**src/rtl/bram_lsu_pkg.sv**
```systemverilog
// Shared definitions for the BRAM load/store unit: funct3 codes, FSM states and
// access legality helpers.
package bram_lsu_pkg;

  localparam logic [2:0] LB  = 3'd0;
  localparam logic [2:0] LH  = 3'd1;
  localparam logic [2:0] LW  = 3'd2;
  localparam logic [2:0] LBU = 3'd4;
  localparam logic [2:0] LHU = 3'd5;
  localparam logic [2:0] SB  = 3'd0;
  localparam logic [2:0] SH  = 3'd1;
  localparam logic [2:0] SW  = 3'd2;

  typedef enum logic [1:0] {IDLE, DATA, HOLD} state_t;

  function automatic logic funct3_illegal(input logic we, input logic [2:0] funct3);
    if (we) return funct3 > SW;
    return (funct3 == 3'd3) || (funct3 == 3'd6) || (funct3 == 3'd7);
  endfunction

  // Halves need an even offset, words need offset 0 (LH/LHU/SH share funct3[1:0]=1).
  function automatic logic misaligned(input logic [2:0] funct3, input logic [1:0] offset);
    return ((funct3[1:0] == 2'd1) && offset[0]) ||
           ((funct3[1:0] == 2'd2) && (offset != 2'd0));
  endfunction

endpackage

```
**src/rtl/bram_lsu_if.sv**
```systemverilog
// Request/response handshake bundle between a requester (master) and the LSU (slave).
interface bram_lsu_if #(parameter int ADDR_WIDTH = 10);

  logic                  req_valid;
  logic                  req_ready;
  logic                  req_we;
  logic [2:0]            req_funct3;
  logic [ADDR_WIDTH+1:0] req_addr;
  logic [31:0]           req_wdata;
  logic                  rsp_valid;
  logic                  rsp_ready;
  logic [31:0]           rsp_rdata;
  logic                  rsp_err;

  modport master (
    output req_valid, req_we, req_funct3, req_addr, req_wdata, rsp_ready,
    input  req_ready, rsp_valid, rsp_rdata, rsp_err
  );

  modport slave (
    input  req_valid, req_we, req_funct3, req_addr, req_wdata, rsp_ready,
    output req_ready, rsp_valid, rsp_rdata, rsp_err
  );

endinterface

```
**src/rtl/bram_lsu_load_align.sv**
```systemverilog
// Combinational load lane selection and sign/zero extension of a BRAM read word.
module lsu_load_align
  import bram_lsu_pkg::*;
(
  input  logic [31:0] mem_do,
  input  logic [2:0]  funct3,
  input  logic [1:0]  offset,
  output logic [31:0] rdata
);

  logic [7:0]  byte_sel;
  logic [15:0] half_sel;

  assign byte_sel = mem_do[{offset, 3'b000} +: 8];
  assign half_sel = offset[1] ? mem_do[31:16] : mem_do[15:0];

  // NOTE: default assignment first so every path drives rdata and no latch is inferred.
  always_comb begin
    rdata = '0;
    case (funct3)
      LB:      rdata = {{24{byte_sel[7]}}, byte_sel};
      LH:      rdata = {{16{half_sel[15]}}, half_sel};
      LW:      rdata = mem_do;
      LBU:     rdata = {24'd0, byte_sel};
      LHU:     rdata = {16'd0, half_sel};
      default: rdata = '0;
    endcase
  end

endmodule

```
**src/rtl/bram_lsu.sv**
```systemverilog
// Single-port BRAM load/store unit with one outstanding access and a response hold register.
// Build option: define BRAM_LSU_MISALIGN_TRAP_EN to trap misaligned half/word accesses.
module bram_lsu
  import bram_lsu_pkg::*;
#(
  parameter int ADDR_WIDTH = 10
) (
  input  logic                  clk,
  input  logic                  reset_n,
  bram_lsu_if.slave             bus,
  output logic                  mem_en,
  output logic [3:0]            mem_we,
  output logic [ADDR_WIDTH-1:0] mem_addr,
  output logic [31:0]           mem_di,
  input  logic [31:0]           mem_do
);

  state_t      state;
  logic        ready_q;
  logic        valid_q;
  logic [2:0]  funct3_q;
  logic [1:0]  offset_q;
  logic        we_q;
  logic        err_q;
  logic [31:0] hold_rdata;
  logic        hold_err;

  logic [1:0]  offset;
  logic        accept;
  logic        req_err;
  logic [31:0] load_rdata;
  logic [31:0] data_rdata;

  assign offset = bus.req_addr[1:0];
  // Gating with reset_n keeps the BRAM port quiet while reset is held.
  assign accept = ready_q & bus.req_valid & reset_n;

`ifdef BRAM_LSU_MISALIGN_TRAP_EN
  assign req_err = funct3_illegal(bus.req_we, bus.req_funct3) | misaligned(bus.req_funct3, offset);
`else
  assign req_err = funct3_illegal(bus.req_we, bus.req_funct3);
`endif

  always_comb begin
    mem_en   = 1'b0;
    mem_we   = 4'd0;
    mem_addr = '0;
    mem_di   = '0;
    if (accept && !req_err) begin
      mem_en   = 1'b1;
      mem_addr = bus.req_addr[ADDR_WIDTH+1:2];
      if (bus.req_we) begin
        case (bus.req_funct3)
          SB: begin
            mem_we = 4'b0001 << offset;
            mem_di = {4{bus.req_wdata[7:0]}};
          end
          SH: begin
            mem_we = 4'b0011 << {offset[1], 1'b0};
            mem_di = {2{bus.req_wdata[15:0]}};
          end
          default: begin
            mem_we = 4'hF;
            mem_di = bus.req_wdata;
          end
        endcase
      end
    end
  end

  lsu_load_align u_load_align (
    .mem_do (mem_do),
    .funct3 (funct3_q),
    .offset (offset_q),
    .rdata  (load_rdata)
  );

  assign data_rdata = (err_q || we_q) ? 32'd0 : load_rdata;

  assign bus.req_ready = ready_q;
  assign bus.rsp_valid = valid_q;
  assign bus.rsp_rdata = (state == DATA) ? data_rdata : (state == HOLD) ? hold_rdata : 32'd0;
  assign bus.rsp_err   = (state == DATA) ? err_q      : (state == HOLD) ? hold_err   : 1'b0;

  // NOTE: sequential state uses non-blocking assignments so all flops update together.
  always_ff @(posedge clk or negedge reset_n) begin
    if (!reset_n) begin
      state      <= IDLE;
      ready_q    <= 1'b1;
      valid_q    <= 1'b0;
      funct3_q   <= 3'd0;
      offset_q   <= 2'd0;
      we_q       <= 1'b0;
      err_q      <= 1'b0;
      // NOTE: the hold register is reset too, so no stale response can leak after reset.
      hold_rdata <= 32'd0;
      hold_err   <= 1'b0;
    end else begin
      case (state)
        IDLE: begin
          if (accept) begin
            funct3_q <= bus.req_funct3;
            offset_q <= offset;
            we_q     <= bus.req_we;
            err_q    <= req_err;
            state    <= DATA;
            ready_q  <= 1'b0;
            valid_q  <= 1'b1;
          end
        end
        DATA: begin
          if (bus.rsp_ready) begin
            state   <= IDLE;
            ready_q <= 1'b1;
            valid_q <= 1'b0;
          end else begin
            hold_rdata <= data_rdata;
            hold_err   <= err_q;
            state      <= HOLD;
          end
        end
        HOLD: begin
          if (bus.rsp_ready) begin
            state   <= IDLE;
            ready_q <= 1'b1;
            valid_q <= 1'b0;
          end
        end
        default: begin
          state   <= IDLE;
          ready_q <= 1'b1;
          valid_q <= 1'b0;
        end
      endcase
    end
  end

endmodule

```
**src/flat_wrapper.sv**
```systemverilog
// flat-port wrapper written by rule: the top's interface ports become plain ports
module bram_lsu_flat import bram_lsu_pkg::*;
#(
  parameter int ADDR_WIDTH = 10
)
  (clk, reset_n, mem_en, mem_we, mem_addr, mem_di, mem_do, bus_req_valid, bus_req_we, bus_req_funct3, bus_req_addr, bus_req_wdata, bus_rsp_ready, bus_req_ready, bus_rsp_valid, bus_rsp_rdata, bus_rsp_err);
  bram_lsu_if #(.ADDR_WIDTH(ADDR_WIDTH)) bus_i ();
  input  logic clk;
  input  logic reset_n;
  output logic mem_en;
  output logic [3:0] mem_we;
  output logic [ADDR_WIDTH-1:0] mem_addr;
  output logic [31:0] mem_di;
  input  logic [31:0] mem_do;
  input wire logic [$bits(bus_i.req_valid)-1:0] bus_req_valid;
  input wire logic [$bits(bus_i.req_we)-1:0] bus_req_we;
  input wire logic [$bits(bus_i.req_funct3)-1:0] bus_req_funct3;
  input wire logic [$bits(bus_i.req_addr)-1:0] bus_req_addr;
  input wire logic [$bits(bus_i.req_wdata)-1:0] bus_req_wdata;
  input wire logic [$bits(bus_i.rsp_ready)-1:0] bus_rsp_ready;
  output wire logic [$bits(bus_i.req_ready)-1:0] bus_req_ready;
  output wire logic [$bits(bus_i.rsp_valid)-1:0] bus_rsp_valid;
  output wire logic [$bits(bus_i.rsp_rdata)-1:0] bus_rsp_rdata;
  output wire logic [$bits(bus_i.rsp_err)-1:0] bus_rsp_err;
  assign bus_i.req_valid = bus_req_valid;
  assign bus_i.req_we = bus_req_we;
  assign bus_i.req_funct3 = bus_req_funct3;
  assign bus_i.req_addr = bus_req_addr;
  assign bus_i.req_wdata = bus_req_wdata;
  assign bus_i.rsp_ready = bus_rsp_ready;
  assign bus_req_ready = bus_i.req_ready;
  assign bus_rsp_valid = bus_i.rsp_valid;
  assign bus_rsp_rdata = bus_i.rsp_rdata;
  assign bus_rsp_err = bus_i.rsp_err;
  bram_lsu #(.ADDR_WIDTH(ADDR_WIDTH)) u_core (.clk(clk), .reset_n(reset_n), .bus(bus_i), .mem_en(mem_en), .mem_we(mem_we), .mem_addr(mem_addr), .mem_di(mem_di), .mem_do(mem_do));
endmodule
```
**config.mk**
```make
export PLATFORM = sky130hd
export DESIGN_NAME = bram_lsu_flat
export DESIGN_NICKNAME = d
export VERILOG_FILES = /design/src/rtl/bram_lsu_pkg.sv /design/src/rtl/bram_lsu_if.sv /design/src/rtl/bram_lsu_load_align.sv /design/src/rtl/bram_lsu.sv /design/src/flat_wrapper.sv
export SDC_FILE = /design/constraint.sdc
export NUM_CORES = 1
export LEC_CHECK = 0
export ABC_AREA = 0
export CORE_MARGIN = 2
export CORE_UTILIZATION = 44
export CTS_CLUSTER_SIZE = 20
export DETAILED_ROUTE_END_ITERATION = 7
export PLACE_DENSITY = 0.95
export SLEW_MARGIN = 20
export SYNTH_ARGS = -nofsm -noshare
export SYNTH_HDL_FRONTEND = slang
export SYNTH_SLANG_ARGS = --single-unit
```
**constraint.sdc**
```tcl
create_clock -name clk -period 5.7 [get_ports clk]
set_clock_uncertainty 0.1 [all_clocks]
set_input_delay 0.57 -clock clk [delete_from_list [all_inputs] [get_ports clk]]
set_output_delay 0.57 -clock clk [all_outputs]
set_load 0.01 [all_outputs]
```
==> results.ini <==
[floorplanning]
die_x_um=89.97
coreArea_um2=7214
die_h_um=89.97
initial_core_util=0.4507
fp-row-count=31
die_area_um2=8095
io_pins=166

[critical_path]
ff2ff_setup_slack_ps=3040
critical_path_class=primary input to output pin
worst_setup_path_end_kind=output pin
worstPathRequired_ps=5030
crit_path_max_fanout=28
cp.arrival_ps=3630
startpoint_type=primary input

[power_and_ir_drop]
p_leak_uw=0.002068
ir_drop_uv=177.5
power_density_nw_per_um2=357.2

[placed_design]
place.gp.congestion=1.138
post_dp_cell_area_um2=4937
hpwl_um=9436
place.port_buffers=165

[timing]
slew_viol_final=0
rsz0062_at_grt=no
tns_ps=0
min_period_over_period=0.7545
max_freq_ghz=0.2325
setup_violations=0
finalHoldViolations=0
maxSlewHeadroom=0.2666
min_period_ps=4301
worst_pin_slew_ps=1098

[hold_path]
hp-class=primary input to async pin

[grt]
grt_max_degree=46
antenna_found_initial=0
grt_pass1_vias=4003
gr-total-overflow=0
grt_pass1_wl_um=19970
grt_usage=0.3021

[routing]
drcViolationCount=0
avgRoutedWirePerCell_um=18.80
drt_first_pass_iters=6
vias_per_cell=6.012
wl_um=12540
postRouteAntennaNets=0
vias=4010
drt_iter0_drc=423

[clock_tree]
post_cts_resized=0
ctsHoldBuffers=0
worst_skew_pair.late_latency_ps=300
cts_buffers=5
cts_tree=done
cts_sinks=44
h-tree-depth=2
postCtsSetupRepairBufs=0
cts_root_buf=clkbuf_8
cts_buffer_depth=2
path_clk_slew_ps=90

[final_layout]
final_area_um2=5040
nNetsFinal=654
layout-drive-gt1-share=0.05106
final_common_cell=clkdlybuf4s50_1
antennaDiodeCount=0
area_growth_pct=54.98
final_cell_mix=clkdlybuf4s50_1, nand2_1, dfrtp_1
fillers=551

[synthesis]
syn_inst=422
netlist-cell-type-count=35
avgSynthCellArea_um2=7.706
netlist_area_um2=3252
ys_seq_elements=44
syn-num-nets=509
seq_area_frac_synth=0.3390
yosysWarnings=0

[outcome]
status=completed

[run]
cap_violations=0

report_power, final:
part           internal [uW]  switching [uW]  total (uW)
clock network            111             106         217
logic                    447             539         986
registers                467             130         597
kinds of logic after synthesis:
logic type,share of synthesized area
AOI/OAI and AO/OA,0.2924
adders and majority gates,0.01154
buffers and inverters,0.04579
DFF,0.3390
muxes,0.07695
and+or+nand+nor,0.2343
critical path, cell delays in order:
cell and delay (ps):
clkdlybuf4s50_1 870, a21oi_1 410, nand3_1 700, a211oi_1 460, clkdlybuf4s50_1 610
synthesized netlist by cell type:
library cell  instances  area share
ha_1                  3       0.012
dfrtp_1              43        0.33
and3_1                2      0.0038
nand2_1              87        0.10
nor2_2                1      0.0019
o21a_1                2      0.0046
a221oi_1              7       0.019
o22a_1                1      0.0027
nand2b_1              3      0.0058
a22o_1                2      0.0054
a211oi_1             25       0.058
or2_2                 2      0.0038
nand3_1               2      0.0031
mux2i_1              16       0.049
clkbuf_1             24       0.028
dfstp_2               1      0.0081
nor4b_4               1      0.0073
nor3_1                1      0.0015
a22oi_1              32       0.074
mux4_2                1      0.0069
buf_2                 5      0.0077
nor2b_1              13       0.025
mux2_2                6       0.021
inv_1                 3      0.0035
buf_1                 3      0.0035
a21oi_1              38       0.058
nor4_1                1      0.0019
nor3b_1               3      0.0069
o21ai_0              36       0.055
nor2_1               33       0.038
and2_1               18       0.035
o21bai_1              4      0.0092
a32o_1                1      0.0031
buf_6                 1      0.0035
a221o_1               1      0.0031
per-stage QoR:
step	hold WS, ps	worst slack, ps	cells	total power [uW]	util
after global routing	371.6	1027	667	1917	0.6986
final	293.5	1399	667	1800	0.6986
after floorplan	174.4	3203	422	1187	-
after detailed placement	370.9	1479	659	1563	0.6844
after global placement	360.5	1639	659	1508	0.6844
after CTS	327.9	1455	667	1783	0.6982
final timing paths:
check	from	to	depth (start not counted)
setup / recovery	bus_req_funct3[0]	mem_di[27]	5
hold / removal	reset_n	u_core.hold_rdata[26]	2
setup reg to reg	u_core.state[1]	u_core.hold_rdata[2]	5
hold reg to reg	u_core.hold_rdata[1]	u_core.hold_rdata[1]	2
max in group asynchronous	reset_n	u_core.hold_rdata[15]	2
min in group clk	u_core.hold_rdata[1]	u_core.hold_rdata[1]	2
state kept, by name, summed over array words and instances (netlist names):
name,flops
u_core.bus.req_ready,1
u_core.state,2
u_core.bus.rsp_valid,1
u_core.funct3_q,3
u_core.we_q,1
u_core.offset_q,2
u_core.hold_rdata,32
u_core.err_q,1
u_core.hold_err,1
cell type report:
type                    count  area (um2)  share of cell area
inverters                   3       11.26            0.002234
well taps                  99       123.9             0.02458
flip-flops and latches     44        1102              0.2187
multi-input cells         342        2011              0.3990
repair buffers            171        1692              0.3357
clock buffers               8       100.1             0.01986
layer usage:
| metal | global-route usage | vias to the layer above | share of wire |
|---|---|---|---|
| li1 | - | 1798 | - |
| met1 | 0.3416 | 1849 | 0.36 |
| met2 | 0.5518 | 308 | 0.50 |
| met3 | 0.06203 | 55 | 0.096 |
| met4 | 0.1282 | 0 | 0.043 |
| met5 | 0 | - | 0 |
No activity file was read; power rests on OpenSTA's default activity.
